--- config.mk ---
export PLATFORM = sky130hd
export DESIGN_NAME = clock_time_ctrl
export DESIGN_NICKNAME = d
export VERILOG_FILES = /design/src/rtl/clock_time_ctrl.sv
export SDC_FILE = /design/constraint.sdc
export NUM_CORES = 1
export LEC_CHECK = 0
export CORE_ASPECT_RATIO = 0.7
export CORE_MARGIN = 3
export CORE_UTILIZATION = 41
export DETAILED_ROUTE_END_ITERATION = 6
export PLACE_DENSITY = 0.72
export SYNTH_ARGS = -nofsm -noshare
export SYNTH_HDL_FRONTEND = slang
export SYNTH_SLANG_ARGS = --single-unit
--- constraint.sdc ---
create_clock -name CP -period 1.54 [get_ports CP]
set_input_delay 0.308 -clock CP [delete_from_list [all_inputs] [get_ports CP]]
set_output_delay 0.308 -clock CP [all_outputs]
set_load 0.005 [all_outputs]
--- src/rtl/clock_time_ctrl.sv ---
// Sequencing controller for the digital-clock counter chain: tick carry cascade,
// RUN/SET_HR/SET_MIN mode FSM with adjust auto-repeat, blink masks and set-mode timeout.
module clock_time_ctrl #(
  parameter int REPEAT_DLY    = 2,
  parameter int TIMEOUT_TICKS = 30
) (
  input  logic       CP,
  input  logic       nCR,
  input  logic       tick,
  input  logic       btn_mode,
  input  logic       btn_adj,
  input  logic       btn_adj_lvl,
  input  logic [3:0] sec_lo,
  input  logic [3:0] sec_hi,
  input  logic [3:0] min_lo,
  input  logic [3:0] min_hi,
  output logic       en_sec_lo,
  output logic       en_sec_hi,
  output logic       en_min_lo,
  output logic       en_min_hi,
  output logic       en_hr,
  output logic       sec_clr,
  output logic [1:0] mode,
  output logic       blink_hr,
  output logic       blink_min
);

  typedef enum logic [1:0] {RUN = 2'b00, SET_HR = 2'b01, SET_MIN = 2'b10} mode_e;

  mode_e       mode_q, mode_d;
  logic        phase_q, phase_d;
  logic [3:0]  rep_q, rep_d;
  logic [5:0]  to_q, to_d;
  logic        busy_q;
  logic [4:0]  en_q, en_d;   // {sec_lo, sec_hi, min_lo, min_hi, hr}
  logic        clr_q, clr_d;
  logic        bhr_q, bmin_q;
  logic        sec59, min59, rep_ev, tmo, adj;

  always_comb begin
    mode_d  = mode_q;
    phase_d = phase_q;
    rep_d   = rep_q;
    to_d    = to_q;
    en_d    = '0;
    clr_d   = 1'b0;
    sec59   = (sec_hi == 4'd5) && (sec_lo == 4'd9);
    min59   = (min_hi == 4'd5) && (min_lo == 4'd9);
    rep_ev  = tick && btn_adj_lvl && (rep_q == 4'(REPEAT_DLY));
    tmo     = tick && !btn_mode && !btn_adj && !btn_adj_lvl && (to_q == 6'(TIMEOUT_TICKS - 1));
    // busy_q drops adjusts while the counters still show pre-increment digits
    adj     = (mode_q != RUN) && !btn_mode && !tmo && (btn_adj || rep_ev) && !busy_q;
    case (mode_q)
      RUN: begin
        rep_d   = '0;
        to_d    = '0;
        phase_d = 1'b0;
        if (tick)
          en_d = {1'b1, sec_lo == 4'd9, sec59, sec59 && (min_lo == 4'd9), sec59 && min59};
        if (btn_mode) mode_d = SET_HR;
      end
      default: begin
        if (!btn_adj_lvl)                           rep_d = '0;
        else if (tick && rep_q != 4'(REPEAT_DLY)) rep_d = rep_q + 4'd1;
        if (btn_mode || btn_adj || btn_adj_lvl) to_d = '0;
        else if (tick)                          to_d = to_q + 6'd1;
        if (tick) phase_d = ~phase_q;
        if (btn_mode) begin
          mode_d  = (mode_q == SET_HR) ? SET_MIN : RUN;
          clr_d   = (mode_q != SET_HR);
          phase_d = 1'b0;
          rep_d   = '0;
          to_d    = '0;
        end else if (tmo) begin
          mode_d  = RUN;
          clr_d   = 1'b1;
          phase_d = 1'b0;
          rep_d   = '0;
          to_d    = '0;
        end
        // minutes adjust wraps without hour carry
        if (adj)
          en_d = (mode_q == SET_HR) ? 5'b00001 : {2'b00, 1'b1, min_lo == 4'd9, 1'b0};
      end
    endcase
  end

  always_ff @(posedge CP) begin
    if (!nCR) begin
      mode_q  <= RUN;
      phase_q <= 1'b0;
      rep_q   <= '0;
      to_q    <= '0;
      busy_q  <= 1'b0;
      en_q    <= '0;
      clr_q   <= 1'b0;
      bhr_q   <= 1'b0;
      bmin_q  <= 1'b0;
    end else begin
      mode_q  <= mode_d;
      phase_q <= phase_d;
      rep_q   <= rep_d;
      to_q    <= to_d;
      busy_q  <= |en_d;
      en_q    <= en_d;
      clr_q   <= clr_d;
      bhr_q   <= phase_d && (mode_d == SET_HR);
      bmin_q  <= phase_d && (mode_d == SET_MIN);
    end
  end

  assign {en_sec_lo, en_sec_hi, en_min_lo, en_min_hi, en_hr} = en_q;
  assign sec_clr   = clr_q;
  assign mode      = mode_q;
  assign blink_hr  = bhr_q;
  assign blink_min = bmin_q;

endmodule
### Word level (Yosys, flattened, before mapping)

Index checks and enable logic that the tools add are counted.

| storage, ports and cells | value |
|---|---|
| logic and storage cells | 71 |
| bits of input ports | 22 |
| output and inout bits | 10 |
| register bits after elaboration | 22 |

| cells by class | value |
|---|---|
| add/sub/neg operators | 2 |
| reductions and logical operators | 31 |
| multiplexer cells | 15 |
| bitwise logic cells | 3 |
| eq/ne operators | 11 |

Operators with widths:

| cell | number |
|---|---|
| 1-bit logical AND | 17 |
| 5-bit OR reduction | 3 |
| 2-bit 2-to-1 mux | 5 |
| 5-bit 2-to-1 mux | 2 |
| 4-bit by 3-bit equality test with 1-bit output (second input constant) | 2 |
| 4-bit equality test (second input constant) | 2 |
| 6-bit by 1-bit adder with 6-bit output (second input constant) | 1 |
| 6-bit by 5-bit equality test with 1-bit output (second input constant) | 1 |
| 1-bit 2-to-1 mux | 6 |
| 3-bit 2-to-1 mux | 2 |
| 1-bit zero test | 5 |
| 4-bit by 1-bit adder with 4-bit output (second input constant) | 1 |
| 2-bit by 1-bit equality test with 1-bit output (second input constant) | 2 |
| 4-bit by 2-bit equality test with 1-bit output (second input constant) | 1 |
| 4-bit by 2-bit inequality test with 1-bit output (second input constant) | 1 |
| 1-bit logical OR | 3 |
| 1-bit inverter | 3 |
| 2-bit equality test (second input constant) | 1 |
| 2-bit zero test | 1 |
| 2-bit by 1-bit inequality test with 1-bit output (second input constant) | 1 |
| 2-bit nonzero test | 1 |
| 2-bit OR reduction | 1 |

### Depth between registers and ports, before layout

| depth | value |
|---|---|
| word-level depth | 12 |
| mapped depth | 5 |
| mapped depth without buffers | 5 |

### Worst setup path before layout

OpenSTA, ideal clock, no wires.

| timing path | value |
|---|---|
| path kind | reg2reg |
| from | register rep_q[0] |
| to | register rep_q[0] |
| required time | 1.470 ns |
| cell stages (with the launch flop) | 6 |
| path buffers | 0 |
| library setup time | 0.070 ns |
| period minus slack after synthesis | 1.260 ns |
| arrival | 1.190 ns |
| setup slack | 0.280 ns |
| cell sequence | dfxtp_1 -> inv_1 -> ha_1 -> or3b_1 -> a21o_1 -> a21oi_1 |

| between the ends | value |
|---|---|
| word-level cells in the longest chain between the ends | 2 |
| elaborated cells between the ends (all ways) | 3 |
| classes of those cells | add/sub (1); eq/ne (1); reduce/logical (1) |

RTL lines:

| what | line | source |
|---|---|---|
| from (decl) | 32 | `logic [3:0] rep_q, rep_d;` |
| from (signal assigned) | 102 | `rep_q <= rep_d;` |
| parallel branches: the longest is 2 deep, another holds 4-bit by 1-bit adder with 4-bit output | n/a |  |

Parallel ways; which one is timed is not known.
A chain may end at the register's enable or synchronous reset.

### Final worst setup path

| timing path | value |
|---|---|
| from | register mode_q[1], in the netlist mode[1] |
| to | output mode[1] |

RTL lines:

| what | line | source |
|---|---|---|
| from (decl) | 30 | `mode_e mode_q, mode_d;` |
| from (signal assigned) | 100 | `mode_q <= mode_d;` |
| to (decl) | 23 | `output logic [1:0] mode,` |

No word-level cell between the ends.

==> metrics.md <==
| Metric | Value |
|---|---|
| Number of global-route vias before repair | `between 900 and 1000` |
| Power Total | `1090 uW` |
| Rows | `14` |
| Port Buffer Count | `31` |
| Detailed-route via count | `975` |
| Placed cells | `176` |
| Gr ovfl total | `0` |
| Crit path DAT | `1.18 ns` |
| Worst-case headroom to the max-slew limit | `slightly below 80%` |
| Crit Path Class | `register to output pin` |
| Layout cell share with drive strength beyond 1 | `20.1%` |
| Clk buf depth | `2` |
| Worst setup SP type | `register` |
| Pleak | `about 0.00058 uW` |
| Post-route insts no fill | `181` |
| R2R Path Start | `to_q[1]` |
| WL/cell | `14.2 um` |
| Post-synth top flop | `dfxtp_1` |
| I/O pin total | `32` |
| CP endpoint | `mode[1]` |
| Filler Cell Count | `170` |
| Vias/cell | `about 5.4` |
| First-pass GRT wire length | `approximately 4100 um` |
| Worst path slowest cell | `clkdlybuf4s50_1` |
| H-Tree Depth | `1` |
| Antenna cells | `0` |
| 1st-pass router iterations | `4` |
| Clock buffer count from CTS | `3` |
| Worst path bufs/invs | `1` |
| Initial antenna violation count | `0` |
| Gp weighted congestion | `0.792` |
| Root buffer cell | `clkbuf_4` |
| Clock sink total | `22` |
| Syn_area_per_cell | `9.87 um2` |
| Crit path largest cell delay | `0.51 ns` |
| WL met3 | `around 120 um` |
| Status | `finished, final reports clean` |
| Post-synthesis sequential area ratio | `a little over two fifths` |
| Final Max Slew Viols | `0` |
| Final hold vios | `0` |
| Reg2reg setup slack | `0.16 ns` |
| Family with the most delay on the worst path | `buffers and inverters` |
| Clock Latency Late Sink | `0.32 ns` |
| Post-route minimum period | `1.49 ns` |
| Worst-case clock skew | `0.00353 ns` |
| Clock Pin Slew Worst Setup and Hold Paths | `0.11 ns` |
| Levels on crit path | `1` |
| Mapped cell area | `1030 um2` |
| Synth warn | `0` |
| Worst slew pin tran | `0.329 ns` |
| Post-Syn Instances | `about 100` |
| Synth Net Count | `130` |
| Drc violations | `0` |
| Post-synth EDFFs | `0` |
| DR iter-0 viols | `45` |
| Synth-to-Final Area Change | `46.6%` |
| Fin crit share | `96.5%` |
| Die width | `65.8 um` |
| Initial Util | `45.4%` |
| DRT met1 WL | `roughly 1100 um` |
| Hold Worst Slack | `0.520 ns` |
| Remaining antenna violation count after routing | `0` |
| Critical path, cell by cell | `clkdlybuf4s50_1` |
| Die area | `3150 um2` |
| Peak VDD IR | `0.000668 V` |
| All-Layer GR Usage | `between 15 and 20%` |
| Total wire length | `2570 um` |
| CP required | `around 1.2 ns` |
| FF-to-FF path depth | `5` |
| Reg2Reg Capture Point | `sec_clr` |
| Layout Nets | `about 180` |
| Core area | `2260 um2` |
| Synth cell types | `between 40 and 50` |
| Fmax | `0.673 GHz` |
| Cell Pwr Density | `723 nW/um2` |
| Largest net degree at the start of global routing | `13` |
| Worst Setup End Kind | `output pin` |
| Async SR Flop Fraction | `0%` |
| # setup viols final | `0` |
| Synth Register Bits | `22` |
| CP max FO | `3` |
| Max-Cap Viols | `0` |
| Hold crit path type | `register to register` |
| Top Metal Used | `met4` |
| Met2 routed wirelength | `1270 um` |
| Detailed placer's ending HPWL | `between 2000 and 2500 um` |
| CTS tree | `yes` |
| Worst Setup SP | `mode[1]` |
| CTS Hold Bufs | `0` |
| RSZ-0062 raised after global routing | `false` |
| Die H | `47.9 um` |
sequential cells by signal, indices dropped and copies added (netlist names):
| signal | count |
|---|---|
| to_q | 6 |
| en_q | 5 |
| rep_q | 4 |
| mode | 2 |
| blink_hr | 1 |
| blink_min | 1 |
| busy_q | 1 |
| phase_q | 1 |
| sec_clr | 1 |
report_power, final:
| group | internal, uW | switching [uW] |
|---|---|---|
| combinational | 107 | 69.8 |
| clock | 145 | 177 |
| sequential | 582 | 6.69 |
cells in the mapped netlist (all sizes together), types with 2 or more instances:
| library cell | instances | area share (%) |
|---|---|---|
| a21oi | 4 | 2.0 |
| buf | 4 | 2.8 |
| dfxtp | 22 | 43 |
| ha | 4 | 4.9 |
| inv | 4 | 1.5 |
| nand2 | 9 | 3.3 |
| nand3 | 4 | 2.0 |
| nand4 | 3 | 1.8 |
| nor2 | 4 | 1.5 |
| nor3 | 7 | 3.4 |
| nor3b | 3 | 2.7 |
| nor4bb | 2 | 2.0 |
| o21ai | 3 | 1.5 |
| o32ai | 2 | 1.7 |
| or3 | 2 | 1.2 |
| xnor2 | 2 | 1.7 |
| xor2 | 4 | 3.4 |
through the flow:
step           setup TNS [ns]  worst slack (ns)  util (%)  cell area (um2)
3_3_place_gp            -2.47            -0.197      64.0             1450
6_report                    0            0.0532      66.6             1500
2_1_floorplan               0             0.280         -             1030
4_1_cts                     0           0.00883      66.1             1490
5_1_grt                     0           0.00300      66.6             1500
3_5_place_dp            -3.43            -0.238      64.0             1450
placed cells by master, fill, tap and decap left out, types with 2 or more instances in the layout:
cell type / Yosys / routed
clkdlybuf4s50_1: 0 / 30
dfxtp_1: 22 / 18
buf_4: 1 / 14
nand2_1: 9 / 9
nor3_1: 7 / 7
inv_1: 4 / 4
nand3_1: 4 / 4
a21oi_1: 4 / 4
xor2_1: 4 / 4
nor2_1: 4 / 4
ha_1: 4 / 4
nand4_1: 3 / 3
o21ai_0: 3 / 3
clkbuf_4: 0 / 3
dfxtp_2: 0 / 3
xnor2_1: 2 / 2
o32ai_1: 2 / 2
nor3b_2: 1 / 2
or3_1: 2 / 2
nor4bb_1: 2 / 2
logic make-up (layout without fill, tap and decap cells):
group | after synthesis | in the layout | share of synthesized area, %
AO/OA/AOI/OAI | 20 | 20 | 16.1
XOR/XNOR | 6 | 6 | 5.12
adder cells (fa/ha/maj) | 4 | 4 | 4.88
buffers and inverters | 8 | 53 | 4.27
flip-flops | 22 | 22 | 42.9
AND/OR/NAND/NOR | 44 | 44 | 26.7
worst min-delay path by stage:
stage | start | end | slack [ns] | depth (start not counted)
after global placement | rep_q[2] | rep_q[2] | 0.48 | 2
after global routing | to_q[5] | to_q[5] | 0.54 | 2
final | to_q[5] | to_q[5] | 0.52 | 2
after detailed placement | to_q[5] | to_q[5] | 0.50 | 2
after floorplan | btn_mode | mode[0] | 0.46 | 2
after CTS | to_q[5] | to_q[5] | 0.52 | 2
repair_timing:
action	CTS	global route
gates resized for setup	2	5
setup buffers	1	0
setup endpoints to repair	1	5
layout make-up:
class / instances / area [um2] / area share (%)
Timing Repair Buffer: 45 / 418 / 27.8
Inverter: 4 / 15.0 / 0.998
Multi-Input combinational cell: 74 / 547 / 36.4
Sequential cell: 22 / 448 / 29.8
Tap cell: 32 / 40.0 / 2.66
Clock buffer: 4 / 36.3 / 2.41
routing by layer:
layer,global-route usage (%),vias to the layer above
li1,-,471
met1,22.4,468
met2,28.5,28
met3,6.10,8
met4,6.20,0
met5,0,-
Note: power is estimated with default switching activity, not from simulation.
==> RTL edit 1: new RTL, config.mk and constraints unchanged <==
Register the output `en_min_lo`; this adds one clock of latency there. The other outputs are not delayed to match.
--- a/src/rtl/clock_time_ctrl.sv
+++ b/src/rtl/clock_time_ctrl.sv
@@ -26,6 +26,8 @@
 );
 
   typedef enum logic [1:0] {RUN = 2'b00, SET_HR = 2'b01, SET_MIN = 2'b10} mode_e;
+
+  logic en_min_lo_d;
 
   mode_e       mode_q, mode_d;
   logic        phase_q, phase_d;
@@ -109,10 +111,14 @@
     end
   end
 
-  assign {en_sec_lo, en_sec_hi, en_min_lo, en_min_hi, en_hr} = en_q;
+  assign {en_sec_lo, en_sec_hi, en_min_lo_d, en_min_hi, en_hr} = en_q;
   assign sec_clr   = clr_q;
   assign mode      = mode_q;
   assign blink_hr  = bhr_q;
   assign blink_min = bmin_q;
 
+  always_ff @(posedge CP) begin
+    en_min_lo <= en_min_lo_d;
+  end
+
 endmodule
Check against the original RTL: not equivalent (a bounded check fails within 4 cycles, from zero or initial values).
==> RTL edit 1 against the original RTL <==
Cell count up 1.1%; design area up 1.2%; register-to-register slack worse by 0.05 ns; critical path depth did not move; setup slack improved by 0.036 ns; via count decreased by 0.31%; wire length rose by 0.12%; hold slack worse by 0.18 ns; synthesized area is 2.0% higher; first-iteration DRC count down 20%; sequential cell count grew 1; total power is 1.9% lower; utilization up 0.26 points; highest routed layer unchanged.
==> RTL edit 1: results (changes against the original RTL) <==
The run finished with clean final reports. Clock-pin slew was measured on the worst setup and hold paths at roughly 0.12 ns. The worst reg-to-reg path cell count came to 4 (-1). The number of global-route vias before repair is 866 (-4.8%). The net switching fraction of the power came to 0.235 (+0.00116).

The post-synth net total is 131 (+0.77%). The count of non-filler cells in the finished layout is 183 (+1.1%). The critical hold path startpoint is en_q[2]. The share of cells above drive strength 1 came out at 0.192 (-0.00929). The setup slack at placement is -0.188 ns (+0.0498 ns). The number of iterations in the first detailed-routing pass came to 4 (unchanged). The worst IR drop on VDD is 0.000370 V (-45%).

The post-layout minimum cycle time came out at 1.45 ns (-0.0357 ns). The maximum level of the CTS H-tree came to 1 (unchanged). The number of buffer cells added on primary ports came out at 31 (unchanged). The layer flagged by global routing as most heavily used is met2. The count of yosys warnings during synthesis came out at 0 (unchanged). The root buffer cell chosen for the clock tree is clkbuf_4. The half-perimeter wire length of the detailed placement result came out at 2.10 mm (+4.3%). The sequential-to-total area share from yosys stat is 0.440 (+0.0109). The maximum fanout along the worst path is 1 (-2). The number of vias per cell is 5.31 (-1.4%). The number of antenna violations at the first check in global routing was 0 (unchanged). The worst hold-check slack is 0.345 ns (-0.175 ns). The maximum number of pins on one net before global-route repair is 13 (unchanged). By count the netlist is led by dfxtp_1, nand2_1, nor3_1.

The worst-case clock skew is 0.00411 ns (+0.000587 ns). The synthesized area per cell is 9.96 sq um (+0.98%). The violation count after the first detailed-routing iteration is 36 (-20%). The overall routing resource usage is 0.166 (-0.0102). The cell depth of the worst min-delay path came out at 0 (-2). The cell area reported after detailed placement is 1480 sq um (+2.4%).

The leakage power is 0.000597 uW (+3.0%). The met2 demand-to-capacity share in global routing came to 0.278 (-0.00675). The setup slack of the worst register-to-register path is 0.11 ns (-0.05 ns).

In this run the critical register-to-register path is launched from to_q[0]. The post-CTS setup-driven buffer insertion count came out at 0 (-1). On the critical path, the stage with the largest delay is an instance of clkdlybuf4s50_1.

Clock latency on the worst-skew pair, taken at its later pin, is between 0.3 and 0.4 ns. The capture endpoint of the worst hold path is en_min_lo. The transition time of the tightest slew-check pin was 0.318 ns (-0.0114 ns). Among all flip-flop cells after synthesis, the most frequent one is dfxtp_1. The wire length of the first global-routing pass came out at 3.91 mm (-4.9%). The number of cells after detailed placement came to 179 (+1.7%).

The data arrival at the endpoint of the critical path came out at 1.14 ns (-0.04 ns). In this run the critical register-to-register path is captured at sec_clr. The routability congestion estimate came out at 0.790 (-0.25%). The total of max-cap violations is 0 (unchanged). The number of buffers created by CTS came out at 3 (unchanged). The routed length per instance is 14.1 um (-0.98%). The global routing usage on met1 is 0.214 (-0.00972). The global routing met3 resource utilization came out at 0.0553 (-0.00573). Sorting the synthesized cells by area gives the leading types as dfxtp_1, ha_1, nor3_1.
RTL edit 1: cell count changes in the layout (fill, tap and decap cells not counted):
cell / before / now
dfxtp_1: 18 / 20
dfxtp_2: 3 / 1
buf_4: 14 / 15
clkbuf_1: 0 / 1
clkbuf_8: 1 / 0
clkdlybuf4s50_1: 30 / 29
dfxtp_4: 1 / 2
dlygate4sd2_1: 0 / 1
RTL edit 1: how the worst max path moves through the flow:
stage                  start  cells past startpoint         to
CTS                  mode[1]                      1    mode[1]
detailed placement      tick                      5    sec_clr
finish               en_q[1]                      1  en_min_hi
global route         to_q[1]                      6    to_q[1]
global placement        tick                      5    sec_clr
floorplan           rep_q[0]                      5   rep_q[0]
RTL edit 1: layout make-up:
type / count / area, sq um
tap: 32 / 40.0
multi-input combinational: 74 / 547
fill: 199 / 756
clock buffer: 4 / 26.3
timing repair buffer: 46 / 424
sequential: 23 / 469
inverter: 4 / 15.0
RTL edit 1: power by group through the flow:
stage	combinational, uW	sequential, uW	clock, uW
global placement	170	632	0
CTS	173	620	285
detailed placement	173	633	0
floorplan	65.0	632	0
finish	172	619	276
global route	186	621	317
RTL edit 1: cell families after synthesis:
logic type,after synthesis,synth area share
xor gates and xnor gates,6,0.0502
DFF,23,0.440
and+or+nand+nor,44,0.262
adders and majority gates,4,0.0478
AOI/OAI and AO/OA,20,0.158
buffers and inverters,8,0.0419
RTL edit 1: repair_timing:
action | CTS | global route
pin swaps | 0 | 0
hold buffers | 0 | 0
gates resized for setup | 4 | 4
setup endpoints to repair | 2 | 4
RTL edit 1: routing by layer:
layer / vias to the layer above / wire length [um]
met5: - / 0
met3: 4 / 110
li1: 482 / -
met4: 0 / 12
met2: 24 / 1280
met1: 462 / 1180
==> RTL edit 2: new RTL, same flow settings <==
Without the edit above. The parameter `TIMEOUT_TICKS` goes from 30 to 15.
--- a/src/rtl/clock_time_ctrl.sv
+++ b/src/rtl/clock_time_ctrl.sv
@@ -2,7 +2,7 @@
 // RUN/SET_HR/SET_MIN mode FSM with adjust auto-repeat, blink masks and set-mode timeout.
 module clock_time_ctrl #(
   parameter int REPEAT_DLY    = 2,
-  parameter int TIMEOUT_TICKS = 30
+  parameter int TIMEOUT_TICKS = 15
 ) (
   input  logic       CP,
   input  logic       nCR,
Check against the original RTL: no difference found for any inputs over 10 cycles, from zero or initial values; that may be too few to reach the edited logic, so the function may still have changed.
==> RTL edit 2 against the original RTL <==
First-iteration DRC count increased by 73%; clock skew increased by 0.012 ns; design area increased by 2.7%; via count decreased by 4.0%; sequential cell count unchanged; total power increased by 11%; wire length decreased by 4.7%; synthesized area decreased by 0.37%; setup slack improved by 0.00069 ns; critical path type is now reg -> reg; critical endpoint is now sec_clr; largest cell class unchanged; largest power group unchanged; highest routed layer unchanged.
==> RTL edit 2: results (changes against the original RTL) <==
The maximum number of pins on one net before global-route repair is 14 (+1). The number of vias per cell came out at 5.14 (-4.5%). The sequential-to-total area share from yosys stat is 0.431 (+0.00158). The worst-case clock skew came to 0.0160 ns (+0.0124 ns). The data arrival at the endpoint of the critical path is 1.74 ns (+0.56 ns). The flip-flop and latch power came out at 591 uW (about the same). The total routed wirelength came to 2.45 mm (-4.7%). The net switching fraction of the power is 0.212 (-0.0218). By area the synthesized netlist is led by dfxtp_1, ha_1, nor4bb_1.

The post-layout minimum cycle time came out at 1.49 ns (-0.000691 ns). The setup slack at placement is -0.0880 ns (+0.150 ns). The power in combinational cells is around 170 uW. The count of yosys warnings during synthesis came out at 0 (unchanged). The overall routing resource usage is 0.164 (-0.0126).

The number of global-route vias before repair is 813 (-11%). The share of cells above drive strength 1 was 0.207 (+0.00532). The cell depth of the worst min-delay path was 1 (-1). The met2 demand-to-capacity share in global routing is 0.237 (-0.0478). The post-CTS resize count is 3 (+1). In this run the critical register-to-register path is launched from to_q[0]. The synthesized area per cell was 9.74 sq um (-1.3%). The routed length per instance is 13.5 um (-5.2%). The flow ran to the end, and the final reports show no timing, DRC or antenna violations. The number of distinct library cells after synthesis came out at 38 (-7.3%). The transition time of the tightest slew-check pin is 0.399 ns (+0.0700 ns). The share of Yosys cell area claimed by the top area cell type is 0.431 (+0.00158).

The post-CTS setup-driven buffer insertion count is 0 (-1). The leakage power came to 0.000575 uW (-0.70%). The count of nets after finishing came out at 177 (+0.57%).

The CTS clock-pin slew for the worst setup and hold paths came to 0.14 ns (+0.03 ns). The global routing met3 resource utilization came out at 0.0516 (-0.00939). The final-layout fill cell count is 179 (+5.3%).

The wire length of the first global-routing pass came to 3.82 mm (-7.1%). The half-perimeter wire length of the detailed placement result is 1.91 mm (-5.0%). The setup slack of the worst register-to-register path came to 0.05 ns (-0.11 ns). Ranked by instance count, the synthesized netlist is headed by dfxtp_1, nand2_1, nand3_1, nor3_1, o21ai_0. The violation count after the first detailed-routing iteration came to 78 (+73%). The maximum fanout along the worst path came to 4 (+1). The global routing usage on met1 is 0.238 (+0.0143).

The post-synth net total came to 131 (+0.77%). The worst IR drop on VDD is 0.000534 V (-20%). The routability congestion estimate is 0.761 (-3.9%).

The worst hold-check slack is 0.510 ns (-0.00946 ns). The capture endpoint of the worst hold path is mode[0]. The number of iterations in the first detailed-routing pass is 4 (unchanged).

The worst hold path begins at mode[0]. The count of final hold-check violations came out at 0 (unchanged). The cell area reported after detailed placement is 1450 sq um (+0.52%).

The clock tree buffer depth is 2 (unchanged). The internal power consumption was 953 uW (+14%). The number of buffers created by CTS came to 3 (unchanged).
## RTL edit 2: cell types whose count changed after synthesis, sizes merged, moves of 2 or more
| cell | before | now |
|---|---|---|
| o21ai | 3 | 5 |
| nor4bb | 2 | 4 |
| nand2 | 9 | 7 |
| nand3 | 4 | 7 |
## RTL edit 2: cell families after synthesis
family                     after synthesis  synth area share
AOI/OAI and AO/OA                       19             0.153
xor gates and xnor gates                 6            0.0514
adders and majority gates                4            0.0490
buffers and inverters                    8            0.0355
DFF                                     22             0.431
and+or+nand+nor                         46             0.280
## RTL edit 2: cell type report
type / count / area [sq um] / area share
multi-input combinational: 75 / 571 / 0.369
sequential: 22 / 445 / 0.288
timing repair buffer: 46 / 425 / 0.275
tap: 32 / 40.0 / 0.0259
clock inverter: 1 / 30.0 / 0.0194
clock buffer: 3 / 22.5 / 0.0146
inverter: 3 / 11.3 / 0.00729
## RTL edit 2: routing by layer
layer / wire [um] / share of wire / vias up
met5: 0 / 0 / -
met4: 17 / 0.0069 / 0
met3: 101 / 0.041 / 2
met2: 1130 / 0.46 / 21
met1: 1210 / 0.49 / 431
li1: - / - / 482
## RTL edit 2: how the worst max path moves through the flow
stage / startpoint / endpoint / cells past startpoint
3_5_place_dp: btn_adj / sec_clr / 4
4_1_cts: mode[1] / mode[1] / 1
5_1_grt: to_q[0] / sec_clr / 5
3_3_place_gp: tick / to_q[5] / 4
6_report: to_q[0] / sec_clr / 5
2_1_floorplan: to_q[0] / sec_clr / 5
## RTL edit 2: worst max-delay path, cell delays in order, from the launching register on
cell     delay (ns)
dfxtp_1        0.33
inv_1          0.06
ha_1           0.14
or3b_4         0.42
o31ai_4        0.29
nor3b_2        0.21
